`src/rtl/uart_pkg.sv`:
```
// -----------------------------------------------------------------------------
// uart_pkg
// Definitions shared by the UART receiver and transmitter:
//   - uart_state_t : FSM state encodings (IDLE/START/DATA/STOP/CLEANUP)
//   - DATA_BITS    : data bits per frame
//   - STOP_LEVEL   : line level of a valid stop bit
//   - IDLE_LEVEL   : line level when no frame is in flight
//   - half_period  : mid-bit offset used to centre the start-bit sample
// -----------------------------------------------------------------------------
package uart_pkg;

    typedef enum logic [2:0] {
        IDLE    = 3'd0,
        START   = 3'd1,
        DATA    = 3'd2,
        STOP    = 3'd3,
        CLEANUP = 3'd4
    } uart_state_t;

    localparam int   DATA_BITS  = 8;
    localparam logic STOP_LEVEL = 1'b1;
    localparam logic IDLE_LEVEL = 1'b1;

    // Cycles from the start-edge detect to the middle of the start bit,
    // given a bit period of clocks_per_bit+1 cycles.
    function automatic int half_period(input int clocks_per_bit);
        return clocks_per_bit / 2;
    endfunction

endpackage

```
`src/rtl/sync_2ff.sv`:
```
// -----------------------------------------------------------------------------
// sync_2ff
// Two-flop synchronizer for a single asynchronous input. Both flops reset to 1
// so an idle-high line does not produce a false low edge coming out of reset.
// Ports:
//   i_clock  : destination clock
//   i_reset  : synchronous, active-high reset
//   i_async  : asynchronous input
//   o_sync   : input resynchronised to i_clock (2-cycle latency)
// -----------------------------------------------------------------------------
module sync_2ff (
    input  logic i_clock,
    input  logic i_reset,
    input  logic i_async,
    output logic o_sync
);

    logic r_meta;
    logic r_sync;

    always_ff @(posedge i_clock) begin
        if (i_reset) begin
            r_meta <= 1'b1;
            r_sync <= 1'b1;
        end else begin
            r_meta <= i_async;
            r_sync <= r_meta;
        end
    end

    assign o_sync = r_sync;

endmodule

```
`src/rtl/uart_receiver.sv`:
```
// -----------------------------------------------------------------------------
// uart_receiver
// 8N1 UART receiver. The bit period is CLOCKS_PER_BIT+1 clocks; every bit is
// sampled once, near its middle, relative to the detected start edge.
// Ports:
//   clock            : system clock, all logic on posedge
//   reset            : synchronous, active-high reset
//   serial           : asynchronous RX line, idle high
//   rx_data_byte     : last correctly framed byte; holds between bytes
//   rx_valid         : one-cycle pulse, rx_data_byte is new on this cycle
//   rx_framing_error : one-cycle pulse, stop bit was sampled low
//   rx_busy          : high in every state except IDLE
//   rx_state_dbg     : current FSM state, for observation only
// Output handshake: there is no ready. rx_valid is a single-cycle strobe and
// the consumer must capture rx_data_byte in that cycle; rx_valid and
// rx_framing_error are never high together.
// -----------------------------------------------------------------------------
import uart_pkg::*;

module uart_receiver #(
    parameter int CLOCKS_PER_BIT = 87
) (
    input  logic        clock,
    input  logic        reset,
    input  logic        serial,
    output logic [7:0]  rx_data_byte,
    output logic        rx_valid,
    output logic        rx_framing_error,
    output logic        rx_busy,
    output uart_state_t rx_state_dbg
);

    localparam int            CW        = $clog2(CLOCKS_PER_BIT + 1);
    localparam logic [CW-1:0] CNT_HALF  = CW'(half_period(CLOCKS_PER_BIT));
    localparam logic [CW-1:0] CNT_FULL  = CW'(CLOCKS_PER_BIT);
    localparam logic [2:0]    LAST_BIT  = 3'(DATA_BITS - 1);

    logic                w_s;
    uart_state_t         r_state;
    logic [CW-1:0]       r_count;
    logic [2:0]          r_index;
    logic [7:0]          r_shift;
    logic [7:0]          r_data_byte;
    logic                r_valid;
    logic                r_framing_error;
    logic                r_busy;

    sync_2ff u_sync_rx (
        .i_clock (clock),
        .i_reset (reset),
        .i_async (serial),
        .o_sync  (w_s)
    );

    always_ff @(posedge clock) begin
        if (reset) begin
            r_state         <= IDLE;
            r_count         <= '0;
            r_index         <= '0;
            r_shift         <= '0;
            r_data_byte     <= '0;
            r_valid         <= 1'b0;
            r_framing_error <= 1'b0;
            r_busy          <= 1'b0;
        end else begin
            // Strobes are only set on the stop-bit sample, so they last one cycle.
            r_valid         <= 1'b0;
            r_framing_error <= 1'b0;

            case (r_state)
                IDLE: begin
                    r_count <= '0;
                    r_index <= '0;
                    if (w_s != IDLE_LEVEL) begin
                        r_state <= START;
                        r_busy  <= 1'b1;
                    end
                end

                START: begin
                    if (r_count == CNT_HALF) begin
                        r_count <= '0;
                        if (w_s == 1'b0) begin
                            r_state <= DATA;
                        end else begin
                            // Line went back high before mid start bit: a glitch.
                            r_state <= IDLE;
                            r_busy  <= 1'b0;
                        end
                    end else begin
                        r_count <= r_count + CW'(1);
                    end
                end

                DATA: begin
                    if (r_count == CNT_FULL) begin
                        r_count          <= '0;
                        r_shift[r_index] <= w_s;
                        if (r_index == LAST_BIT) begin
                            r_index <= '0;
                            r_state <= STOP;
                        end else begin
                            r_index <= r_index + 3'd1;
                        end
                    end else begin
                        r_count <= r_count + CW'(1);
                    end
                end

                STOP: begin
                    if (r_count == CNT_FULL) begin
                        r_count <= '0;
                        r_state <= CLEANUP;
                        if (w_s == STOP_LEVEL) begin
                            r_data_byte <= r_shift;
                            r_valid     <= 1'b1;
                        end else begin
                            r_framing_error <= 1'b1;
                        end
                    end else begin
                        r_count <= r_count + CW'(1);
                    end
                end

                CLEANUP: begin
                    // Hold here while the line is low so a break or stuck-low
                    // line cannot look like a fresh start edge.
                    r_count <= '0;
                    if (w_s == IDLE_LEVEL) begin
                        r_state <= IDLE;
                        r_busy  <= 1'b0;
                    end
                end

                default: begin
                    r_state <= IDLE;
                    r_count <= '0;
                    r_index <= '0;
                    r_busy  <= 1'b0;
                end
            endcase
        end
    end

    assign rx_data_byte     = r_data_byte;
    assign rx_valid         = r_valid;
    assign rx_framing_error = r_framing_error;
    assign rx_busy          = r_busy;
    assign rx_state_dbg     = r_state;

endmodule

```
`config.mk`:
```
export PLATFORM = sky130hd
export DESIGN_NAME = uart_receiver
export DESIGN_NICKNAME = d
export VERILOG_FILES = /design/src/rtl/uart_pkg.sv /design/src/rtl/sync_2ff.sv /design/src/rtl/uart_receiver.sv
export SDC_FILE = /design/constraint.sdc
export NUM_CORES = 1
export LEC_CHECK = 0
export CAP_MARGIN = 10
export CORE_MARGIN = 5
export CORE_UTILIZATION = 35
export CTS_CLUSTER_DIAMETER = 40
export DETAILED_ROUTE_END_ITERATION = 7
export HOLD_SLACK_MARGIN = 0.15
export SLEW_MARGIN = 30
export SYNTH_ARGS = -nofsm -noshare
export SYNTH_HDL_FRONTEND = slang
export SYNTH_SLANG_ARGS = --single-unit
export TNS_END_PERCENT = 50
```
`constraint.sdc`:
```
create_clock -name clock -period 2.29 [get_ports clock]
set_clock_uncertainty 0.1 [all_clocks]
set_input_delay 0.458 -clock clock [delete_from_list [all_inputs] [get_ports clock]]
set_output_delay 0.458 -clock clock [all_outputs]
set_load 0.02 [all_outputs]
```
Word level (Yosys, flattened, before mapping)
Cells that the tools add are included.

Output and inout port bits: 14. Logic and storage cells: 64. Bits of input ports: 3. Bits in registers: 34.

$lt $le $gt $ge: 2. Add/sub/neg operators: 2. Bitwise gates (word level): 4. Mux-type cells: 23. Eq/ne operators: 13. Reductions and logical operators: 10.

Operator list (number): $mux W3 (8); $pmux W3 S5 (1); $mux W7 (2); $pmux W7 S2 (1); $ne A2 B2 Y1 const B (5); $bwmux W8 (1); $add A7 B1 Y7 const B (1); $eq A7 B6 Y1 const B (1); $eq A7 B7 Y1 const B (1); $eq A3 B2 Y1 const B (2); $eq A3 B3 Y1 const B (2); $mux W1 (6); $pmux W3 S2 (1); $reduce_and A3 Y1 (2); $reduce_and A6 Y1 (1); $reduce_or A3 Y1 (2); $lt A3 B4 Y1 const B (1); $not A1 Y1 (4); $pmux W1 S4 (1); $reduce_and A2 Y1 (2); $add A3 B1 Y3 const B (1); $demux W1 S3 (1); $eq A3 B1 Y1 const B (1); $ge A3 B1 Y1 const B (1); 5 further kinds (5).

Depth between registers and ports, before layout
Gate-level depths: netlist of run 1.

Depth after elaboration: 5. Mapped depth: 5.

Modules after synthesis
From an unflattened synthesis of run 1, not the netlist that was laid out.

Cells, all modules: 163. Area total of the unflattened synthesis: 1541.5 µm².

Modules (own cells, without submodules): uart_receiver (seq. area each 640.6 µm², area an instance 1488.9 µm², instances 1, cells each 159); sync_2ff (seq. area each 40.0 µm², area an instance 52.6 µm², instances 1, cells each 4).

Worst setup path before layout of run 1
No wires, ideal clock.

Path type: register -> register. Start: reg r_state[0] (netlist: rx_state_dbg[0]). End: reg r_data_byte[0] (netlist: rx_data_byte[0]). Setup time: 128 ps. Data arrival time: 1462 ps. Required time: 2062 ps. Buffers on the path: 1. Cell stages (with the launch flop): 6. Slack: 600 ps. Cells stage by stage: dfxtp_1 -> clkbuf_1 -> nand2_1 -> nor3_4 -> mux2i_1 -> nor2_1.

Cells in the longest elaborated chain, start to end: 2.

RTL lines: start, declared (line uart_receiver.sv:39) `uart_state_t r_state;`; start signal, assigned (line uart_receiver.sv:57) `r_state <= IDLE;`; start signal, assigned (line uart_receiver.sv:75) `r_state <= START;`; start signal, assigned (line uart_receiver.sv:84) `r_state <= DATA;`; $eq A3 B2 Y1 (line uart_receiver.sv:70) `case (r_state)`; $reduce_and A3 Y1 (no line); end signal, assigned (line uart_receiver.sv:115) `r_data_byte <= r_shift;`; end, declared (line uart_receiver.sv:43) `logic [7:0] r_data_byte;`.

No other way between the ends. A chain may end at the register's enable or synchronous reset.

Worst setup path in the final report of run 1
Start: reg r_state[1] (netlist: rx_state_dbg[1]). End: out rx_state_dbg[1].

RTL lines: end, declared (line uart_receiver.sv:30) `output uart_state_t rx_state_dbg`.

No word-level cell between the ends.

==> results of run 1 <==
## stage by stage
step	setup WS (ns)	total power, mW	util
after floorplan	0.600	0.647	-
after global placement	0.453	0.665	0.404
after global routing	0.0775	1.23	0.428
final	0.159	1.18	0.428
after detailed placement	0.377	0.665	0.404
after CTS	0.150	1.20	0.428
## flip-flops by register name, indices dropped and copies added (netlist names)
register,cells
rx_busy,1
rx_state_dbg,3
r_count,7
rx_framing_error,1
rx_data_byte,8
rx_valid,1
u_sync_rx.r_meta,1
u_sync_rx.o_sync,1
r_index,3
r_shift,8
## cell usage in the layout, fill, tap and decap left out, types with 2 or more instances in the layout
cell	instances
a21oi_1	12
a31oi_1	4
and3_1	2
buf_4	2
clkbuf_1	2
clkbuf_8	5
clkdlybuf4s50_1	16
dfxtp_1	34
ha_1	3
inv_1	4
mux2i_1	9
nand2_1	9
nand2b_1	2
nand3_1	4
nand3b_1	5
nand4_1	4
nor2_1	23
nor3_1	3
nor4_1	3
o21ai_0	5
o31ai_1	3
or2_2	3
or3_1	7
or4_1	2
xor2_1	3
## power breakdown
part,switching [mW],internal (mW)
sequential,0.00497,0.597
clock,0.208,0.325
combinational,0.0279,0.0223
total,0.240,0.944
## cell families (layout without fill, tap and decap cells)
kind of cell	after synthesis	after routing	share of synthesized area
AO/OA/AOI/OAI	31	31	0.122
XOR/XNOR	4	4	0.0225
adder cells (fa/ha/maj)	4	4	0.0305
buffers and inverters	15	30	0.0441
flip-flops	34	34	0.437
multiplexers	9	9	0.0578
AND/OR/NAND/NOR	77	77	0.287
## final cells by class
cell class / instances / area share
clock buffer: 7 / 0.0412
clock inverter: 1 / 0.0162
inverter: 4 / 0.00811
multi-input combinational: 125 / 0.437
sequential: 34 / 0.368
tap: 52 / 0.0351
timing repair buffer: 18 / 0.0946
## final timing paths
check | start | end | slack (ns) | cells after the start
worst max-delay path | rx_state_dbg[1]$_SDFFE_PP0P_ | rx_state_dbg[1] | 0.16 | 1
worst min-delay path | u_sync_rx.r_meta$_SDFF_PP1_ | u_sync_rx.o_sync$_SDFF_PP1_ | 0.32 | 1
worst max register to register | r_count[0]$_SDFF_PP0_ | rx_data_byte[6]$_SDFFE_PP0P_ | 0.38 | 5
worst min register to register | u_sync_rx.r_meta$_SDFF_PP1_ | u_sync_rx.o_sync$_SDFF_PP1_ | 0.32 | 1
## per-layer routing
layer | vias to the layer above | wire (um)
li1 | 648 | -
met1 | 612 | 1480
met2 | 15 | 1640
met3 | 7 | 111
met4 | 0 | 72
met5 | - | 0
==> impl_metrics.csv, run 1 <==
group,metric,value,unit
run_status,status,"complete, no violations",
setup_path,path_cells,"clkdlybuf4s50_1",
logic_synthesis,synthFlopType,"dfxtp_1",
cts,root_buffer,"clkbuf_8",
placed_design,place_inst,233,
timing,max_freq,469,MHz
global_route,first_global_vias,1278,
logic_synthesis,yosysSeqAreaShare,0.437,
final_layout,fin_area,0.00185,mm^2
cts,cts_inserted_buffers,5,
floorplanning,die_area,0.00589,mm^2
logic_synthesis,synth_top_area_cell,"dfxtp_1",
timing,hold_viol,0,
setup_path,crit_arrival,1.57,ns
setup_path,slowest_stage,"clkdlybuf4s50_1",
setup_path,end_kind,"output port",
logic_synthesis,async_flop_share,0,
final_layout,regArea,681,um^2
timing,rsz0062_at_grt,"no",
global_route,grt_use_met1,0.135,
logic_synthesis,synth_warnings,0,
floorplanning,start_util,0.361,
detailed_routing,ant_nets,0,
logic_synthesis,yosysTopAreaCellShare,0.437,
logic_synthesis,synth-edff-count,0,
placed_design,dp_hpwl,2310,um
detailed_routing,first_pass_iters,4,
global_route,grt_util_all_layers,0.120,
timing,min_period_over_period,0.931,
pwr,p_per_area,640,mW/mm^2
cts,clock_latency,0.29,ns
global_route,grt-ovfl-total,0,
final_layout,drive_above_1_share,0.0952,
final_layout,syn_to_final_growth,18.8,%
detailed_routing,drt_iter0_markers,53,
logic_synthesis,synth.ff_latch_count,34,
cts,cts_hold_buf,0,
cts,cts_tree,"yes",
floorplanning,rows,24,
setup_path,crit_type,"reg -> out",
global_route,top_usage_layer,"met2",
cts,cts_setup_buffers,0,
global_route,antenna_found_initial,0,
logic_synthesis,synth_nets,180,
final_layout,n_antenna_cell,0,
floorplanning,dieHeight,76.7,um
logic_synthesis,syn_avg_cell_area,8.96,um^2
timing,finalSetupViolCount,0,
global_route,grt_pass1_wl,5780,um
detailed_routing,wl_per_cell,13.7,um
logic_synthesis,netlist_top_cells_area,"dfxtp_1 (44%), mux2i_1 (5.8%), nor2_1 (5.5%)",
min_path,hp-class,"reg -> reg",
detailed_routing,dr_total_vias,1282,
timing,min_period,2.13,ns
detailed_routing,drc,0,
logic_synthesis,synth.most_common_cell,"dfxtp_1",
setup_path,cp_max_fo,14,
timing,fin_setup_tns,0,ns
cts,clk_pin_slew_worst_paths,0.06,ns
setup_path,slowest_delay,0.69,ns
placed_design,place_area,0.00175,mm^2
timing,tightest_slew,0.521,ns
floorplanning,io_pins,17,
setup_path,critPathBufInv,1,
cts,ctsResizeCount,0,
pwr,leakagePower,0.635,nW
final_layout,multi_input_area,810,um^2
placed_design,gp_congestion,0.810,
floorplanning,core_region_area,0.00432,mm^2
placed_design,io_buffers,16,
floorplanning,fp.dieW,76.7,um
cts,cts_htree_levels,2,
cts,clock_path_buffers,2,
final_layout,nFillCells,451,
detailed_routing,detail_route.vias_per_cell,5.32,
setup_path,crit_family,"buffers and inverters",
logic_synthesis,synth.distinct_cells,44,
global_route,met2_usage,0.205,
setup_path,startpoint_type,"flop",
detailed_routing,wl,3300,um
run,cap_violations,0,
logic_synthesis,syn_area,0.00156,mm^2
global_route,grt_use_met3,0.0340,
cts,cts_num_sinks,34,
final_layout,fin_nets,194,
logic_synthesis,synthCells,174,
timing,slew_headroom,0.652,
setup_path,crit_required,1.73,ns
logic_synthesis,synthTopCellsByCount,"dfxtp_1 (34), nor2_1 (23), a21oi_1 (12)",
pwr,peakVddDrop,0.248,mV
global_route,grt_max_degree,26,
final_layout,fin_cells,241,
timing,slew_violations,0,
timing,timing.hold.ws,0.318,ns
No activity file was read; power rests on OpenSTA's default activity.
==> run 2: changes to the inputs <==
--- a/config.mk
+++ b/config.mk
@@ -8,8 +8,10 @@
 export CAP_MARGIN = 10
 export CORE_MARGIN = 5
 export CORE_UTILIZATION = 35
+export CTS_BUF_LIST = sky130_fd_sc_hd__clkbuf_4 sky130_fd_sc_hd__clkbuf_8
 export CTS_CLUSTER_DIAMETER = 40
 export DETAILED_ROUTE_END_ITERATION = 7
+export DONT_BUFFER_PORTS = 1
 export HOLD_SLACK_MARGIN = 0.15
 export SLEW_MARGIN = 30
 export SYNTH_ARGS = -nofsm -noshare
==> constraint.sdc (replaced) <==
create_clock -name clock -period 2.29 [get_ports clock]
set_clock_uncertainty 0.1 [all_clocks]
set_input_delay 0.458 -clock clock [delete_from_list [all_inputs] [get_ports clock]]
set_output_delay 0.458 -clock clock [all_outputs]
set_load 0.005 [all_outputs]
==> impl_metrics.csv, run 2 (synthesis gave the netlist of run 1 again) <==
group,metric,value,unit
pwr,seqPwrFrac,0.501,
setup_path,slowest_delay,0.41,ns
pwr,total_switching_power,0.244,mW
final_layout,fin_cells,226,
floorplanning,io_pins,17,
setup_path,critPathBufInv,0,
floorplanning,die_area,0.00589,mm^2
global_route,grt-ovfl-total,0,
global_route,first_global_vias,1185,
detailed_routing,wl_per_cell,15.1,um
run_status,status,"complete, no violations",
cts,clock_latency,0.29,ns
pwr,comb_power_share,0.030,
timing,finalSetupViolCount,0,
cts,root_buffer,"clkbuf_8",
setup_path,path_cells,"ha_1, and4bb_2, nand3_1, or3_1, a21oi_1",
setup_path,end_kind,"flop",
detailed_routing,drc,0,
pwr,internal_power,0.960,mW
setup_path,crit_family,"simple AND/OR/NAND/NOR gates",
final_layout,final_cell_mix,"dfxtp_1 (34), nor2_1 (23), a21oi_1 (12), nand2_1 (9), mux2i_1 (9)",
cts,ctsResizeCount,0,
pwr,clkPwrFrac,0.469,
detailed_routing,drt_iter0_markers,105,
setup_path,crit_required,2.41,ns
timing,max_freq,525,MHz
placed_design,place_inst,217,
pwr,peakVddDrop,0.344,mV
timing,hold_viol,0,
floorplanning,fp.dieW,76.7,um
detailed_routing,dr_total_vias,1229,
global_route,antenna_found_initial,0,
floorplanning,start_util,0.361,
timing,fin_setup_tns,0,ns
final_layout,n_antenna_cell,0,
cts,cts_htree_levels,2,
cts,clk_pin_slew_worst_paths,0.07,ns
setup_path,crit_type,"reg -> reg",
cts,cts_hold_buf,1,
placed_design,dp_hpwl,2260,um
final_layout,fin_nets,179,
pwr,leakagePower,0.591,nW
cts,cts_setup_buffers,0,
cts,cts_tree,"yes",
global_route,grt_util_all_layers,0.122,
setup_path,slowest_stage,"or3_1",
detailed_routing,detail_route.vias_per_cell,5.44,
timing,slew_headroom,0.451,
floorplanning,core_region_area,0.00432,mm^2
floorplanning,rows,24,
detailed_routing,wl,3410,um
cts,cts_inserted_buffers,5,
global_route,grt_pass1_wl,5750,um
run,cap_violations,0,
placed_design,gp_congestion,0.793,
final_layout,syn_to_final_growth,9.63,%
floorplanning,dieHeight,76.7,um
cts,cts_num_sinks,34,
cts,clock_path_buffers,2,
timing,min_period,1.90,ns
setup_path,startpoint_type,"flop",
timing,slew_violations,0,
timing,min_period_over_period,0.831,
setup_path,crit_arrival,2.02,ns
final_layout,drive_above_1_share,0.115,
min_path,hp-class,"in -> reg",
pwr,p_per_area,705,mW/mm^2
global_route,grt_max_degree,23,
timing,rsz0062_at_grt,"no",
timing,tightest_slew,0.820,ns
pwr,p_sw_frac,0.203,
detailed_routing,ant_nets,0,
detailed_routing,first_pass_iters,4,
final_layout,layout_commonest_cell,"dfxtp_1",
setup_path,cp_max_fo,8,
placed_design,io_buffers,0,
[run 2: per-layer routing]
metal	GRT usage	wire length, um	vias up	part of all wire
li1	-	-	620	-
met1	0.151	1490	579	0.44
met2	0.191	1650	23	0.48
met3	0.0445	191	7	0.056
met4	0.0524	70	0	0.021
met5	0	0	-	0
[run 2: power by group through the flow]
stage                     Combinational, mW  Clock, mW  Sequential (mW)
after global placement               0.0278          0            0.617
final                                0.0362      0.565            0.603
after CTS                            0.0365      0.574            0.603
after detailed placement             0.0279          0            0.617
after floorplan                      0.0308          0            0.613
after global routing                 0.0404      0.600            0.604
[run 2: through the flow]
stage / setup WS [ns] / total power [mW] / hold WS (ns) / utilization / area, um^2
floorplan: 0.607 / 0.643 / 0.289 / - / 1560
global placement: 0.458 / 0.644 / 0.292 / 0.367 / 1590
detailed placement: 0.378 / 0.645 / 0.298 / 0.367 / 1590
CTS: 0.357 / 1.21 / 0.155 / 0.395 / 1710
global route: 0.188 / 1.24 / 0.159 / 0.395 / 1710
finish: 0.386 / 1.20 / 0.157 / 0.395 / 1710
[run 2: worst reg2reg max path: stages, from the launching register on]
cell and delay, ns:
dfxtp_1 0.35, ha_1 0.26, and4bb_2 0.34, nand3_1 0.23
or3_1 0.41, a21oi_1 0.15
[run 2: final timing paths]
check,startpoint,to,slack [ns],depth (start not counted)
worst max-delay path,r_count[0]$_SDFF_PP0_,r_shift[1]$_SDFFE_PP0P_,0.39,5
worst min-delay path,reset,rx_valid$_SDFF_PP0_,0.16,1
worst max register to register,r_count[0]$_SDFF_PP0_,r_shift[1]$_SDFFE_PP0P_,0.39,5
worst min register to register,u_sync_rx.r_meta$_SDFF_PP1_,u_sync_rx.o_sync$_SDFF_PP1_,0.31,1
[run 2: area by class of cell]
cell class / count / area [um^2]
tap: 52 / 65.1
fill: 459 / 2620
clock buffer: 7 / 83.8
multi-input combinational: 125 / 810
timing repair buffer: 3 / 25.0
clock inverter: 1 / 30.0
inverter: 4 / 15.0
sequential: 34 / 681
==> run 3: changes to the inputs <==
==> constraint.sdc (replaced) <==
create_clock -name clock -period 1.6 [get_ports clock]
set_clock_uncertainty 0.1 [all_clocks]
set_input_delay 0.32 -clock clock [delete_from_list [all_inputs] [get_ports clock]]
set_output_delay 0.32 -clock clock [all_outputs]
set_load 0.005 [all_outputs]
==> impl_metrics.csv, run 3 (synthesis gave the netlist of run 1 again) <==
group,metric,value,unit
timing,fin_ws,-0.0827,ns
run,cap_violations,0,
setup_path,startpoint_type,"flop",
global_route,grt_util_all_layers,0.131,
min_path,hp-class,"in -> reg",
detailed_routing,wl_per_cell,15.0,um
pwr,leakagePower,0.770,nW
floorplanning,io_pins,17,
floorplanning,core_region_area,0.00432,mm^2
cts,clock_path_buffers,2,
setup_path,crit_arrival,1.80,ns
detailed_routing,dr_total_vias,1363,
floorplanning,rows,24,
pwr,power,1.71,mW
timing,min_period_over_period,1.05,
pwr,p_per_area,830,mW/mm^2
global_route,grt_use_met1,0.154,
detailed_routing,detail_route.vias_per_cell,5.41,
cts,cts_tree,"yes",
timing,timing.hold.ws,-0.00977,ns
floorplanning,fp.dieW,76.7,um
final_layout,fin_util,0.476,
global_route,grt_max_degree,27,
floorplanning,die_area,0.00589,mm^2
setup_path,cp_max_fo,4,
setup_path,slowest_delay,0.41,ns
setup_path,crit_type,"reg -> reg",
final_layout,fin_nets,205,
final_layout,multi_input_area,922,um^2
pwr,total_switching_power,0.362,mW
cts,cts_hold_buf,4,
pwr,peakVddDrop,0.493,mV
pwr,internal_power,1.35,mW
run_status,status,"complete, but fails checks",
final_layout,n_antenna_cell,0,
placed_design,dp_hpwl,2650,um
placed_design,place_area,0.00177,mm^2
pwr,comb_power_share,0.035,
timing,rsz0062_at_grt,"yes",
final_layout,layout_commonest_cell,"dfxtp_1",
final_layout,nFillCells,432,
global_route,top_usage_layer,"met2",
setup_path,end_kind,"flop",
global_route,grt_pass1_wl,6360,um
cts,cts_inserted_buffers,5,
setup_path,worst-r2r-setup-slack,-0.08,ns
setup_path,slowest_stage,"or4_1",
timing,finalSetupViolCount,11,
cts,cts_num_sinks,34,
timing,slew_headroom,0.738,
detailed_routing,drt_iter0_markers,116,
global_route,met2_usage,0.206,
global_route,grt_use_met3,0.0656,
global_route,antenna_found_initial,0,
global_route,grt-ovfl-total,0,
final_layout,fin_area,0.00206,mm^2
setup_path,path_cells,"ha_4, and4bb_4, buf_12, nand2_4, or4_1, a31oi_1",
pwr,seqPwrFrac,0.505,
final_layout,regArea,687,um^2
final_layout,final_cell_mix,"dfxtp_1 (29), nor2_1 (22), buf_4 (22), mux2i_1 (9)",
setup_path,crit_required,1.72,ns
run_status,violations,"negative hold slack, negative setup slack",
detailed_routing,wl,3780,um
placed_design,io_buffers,0,
cts,cts_htree_levels,2,
pwr,clkPwrFrac,0.460,
timing,tightest_slew,0.390,ns
final_layout,syn_to_final_growth,31.9,%
timing,hold_viol,11,
cts,root_buffer,"clkbuf_8",
floorplanning,dieHeight,76.7,um
detailed_routing,first_pass_iters,4,
cts,clk_pin_slew_worst_paths,0.07,ns
detailed_routing,drc,0,
final_layout,drive_above_1_share,0.325,
timing,slew_violations,0,
timing,min_period,1.68,ns
global_route,first_global_vias,1396,
pwr,p_sw_frac,0.212,
placed_design,gp_congestion,0.811,
detailed_routing,ant_nets,0,
timing,max_freq,594,MHz
floorplanning,start_util,0.361,
cts,clock_latency,0.29,ns
run 3: area by class of cell:
type                    count  area share
inverters                   4     0.00730
clock inverters             3      0.0195
clock buffers               5      0.0335
multi-input cells         125       0.448
repair buffers             29       0.126
flip-flops and latches     34       0.334
well taps                  52      0.0316
run 3: critical path, delay by kind of cell, from the launching register on:
family / cells / cell delay, ns
simple gates: 3 / 0.74
flops: 1 / 0.36
fa+ha+maj: 1 / 0.16
compound gates: 1 / 0.14
buf+inv: 1 / 0.11
run 3: power groups by stage:
stage          logic (mW)  registers, mW  clock network [mW]
6_report           0.0595          0.862               0.786
5_1_grt            0.0662          0.864               0.854
4_1_cts            0.0562          0.861               0.799
3_5_place_dp       0.0488          0.881                   0
3_3_place_gp       0.0467          0.881                   0
2_1_floorplan      0.0446          0.877                   0
run 3: final timing paths:
check / from / endpoint / cells after the start
max: r_count[0]$_SDFF_PP0_ / r_index[0]$_SDFFE_PP0P_ / 6
min: reset / rx_state_dbg[2]$_SDFFE_PP0P_ / 1
max reg2reg: r_count[0]$_SDFF_PP0_ / r_index[0]$_SDFFE_PP0P_ / 6
min reg2reg: r_shift[7]$_SDFFE_PP0P_ / r_shift[7]$_SDFFE_PP0P_ / 2
run 3: layer usage:
layer,wire length [um],part of all wire
met3,281,0.074
met4,65,0.017
met1,1590,0.42
met2,1840,0.49
met5,0,0
run 3: timing repair:
item	4_1_cts	5_1_grt
hold endpoints to repair	26	25
buffers inserted	0	2
endpoints found under the setup margin	10	25
pin swaps	2	9
gates resized for setup	8	22
run 3: through the flow:
step                      cells  setup TNS (ns)  setup slack (ns)  hold WS [ns]
final                       252          -0.513           -0.0827      -0.00977
after global routing        252           -1.25            -0.134       -0.0287
after CTS                   250         -0.0938           -0.0473      -0.00750
after detailed placement    238          -0.553            -0.116         0.293
after global placement      238         -0.0934           -0.0396         0.292
after floorplan             174         -0.0409           -0.0295         0.289
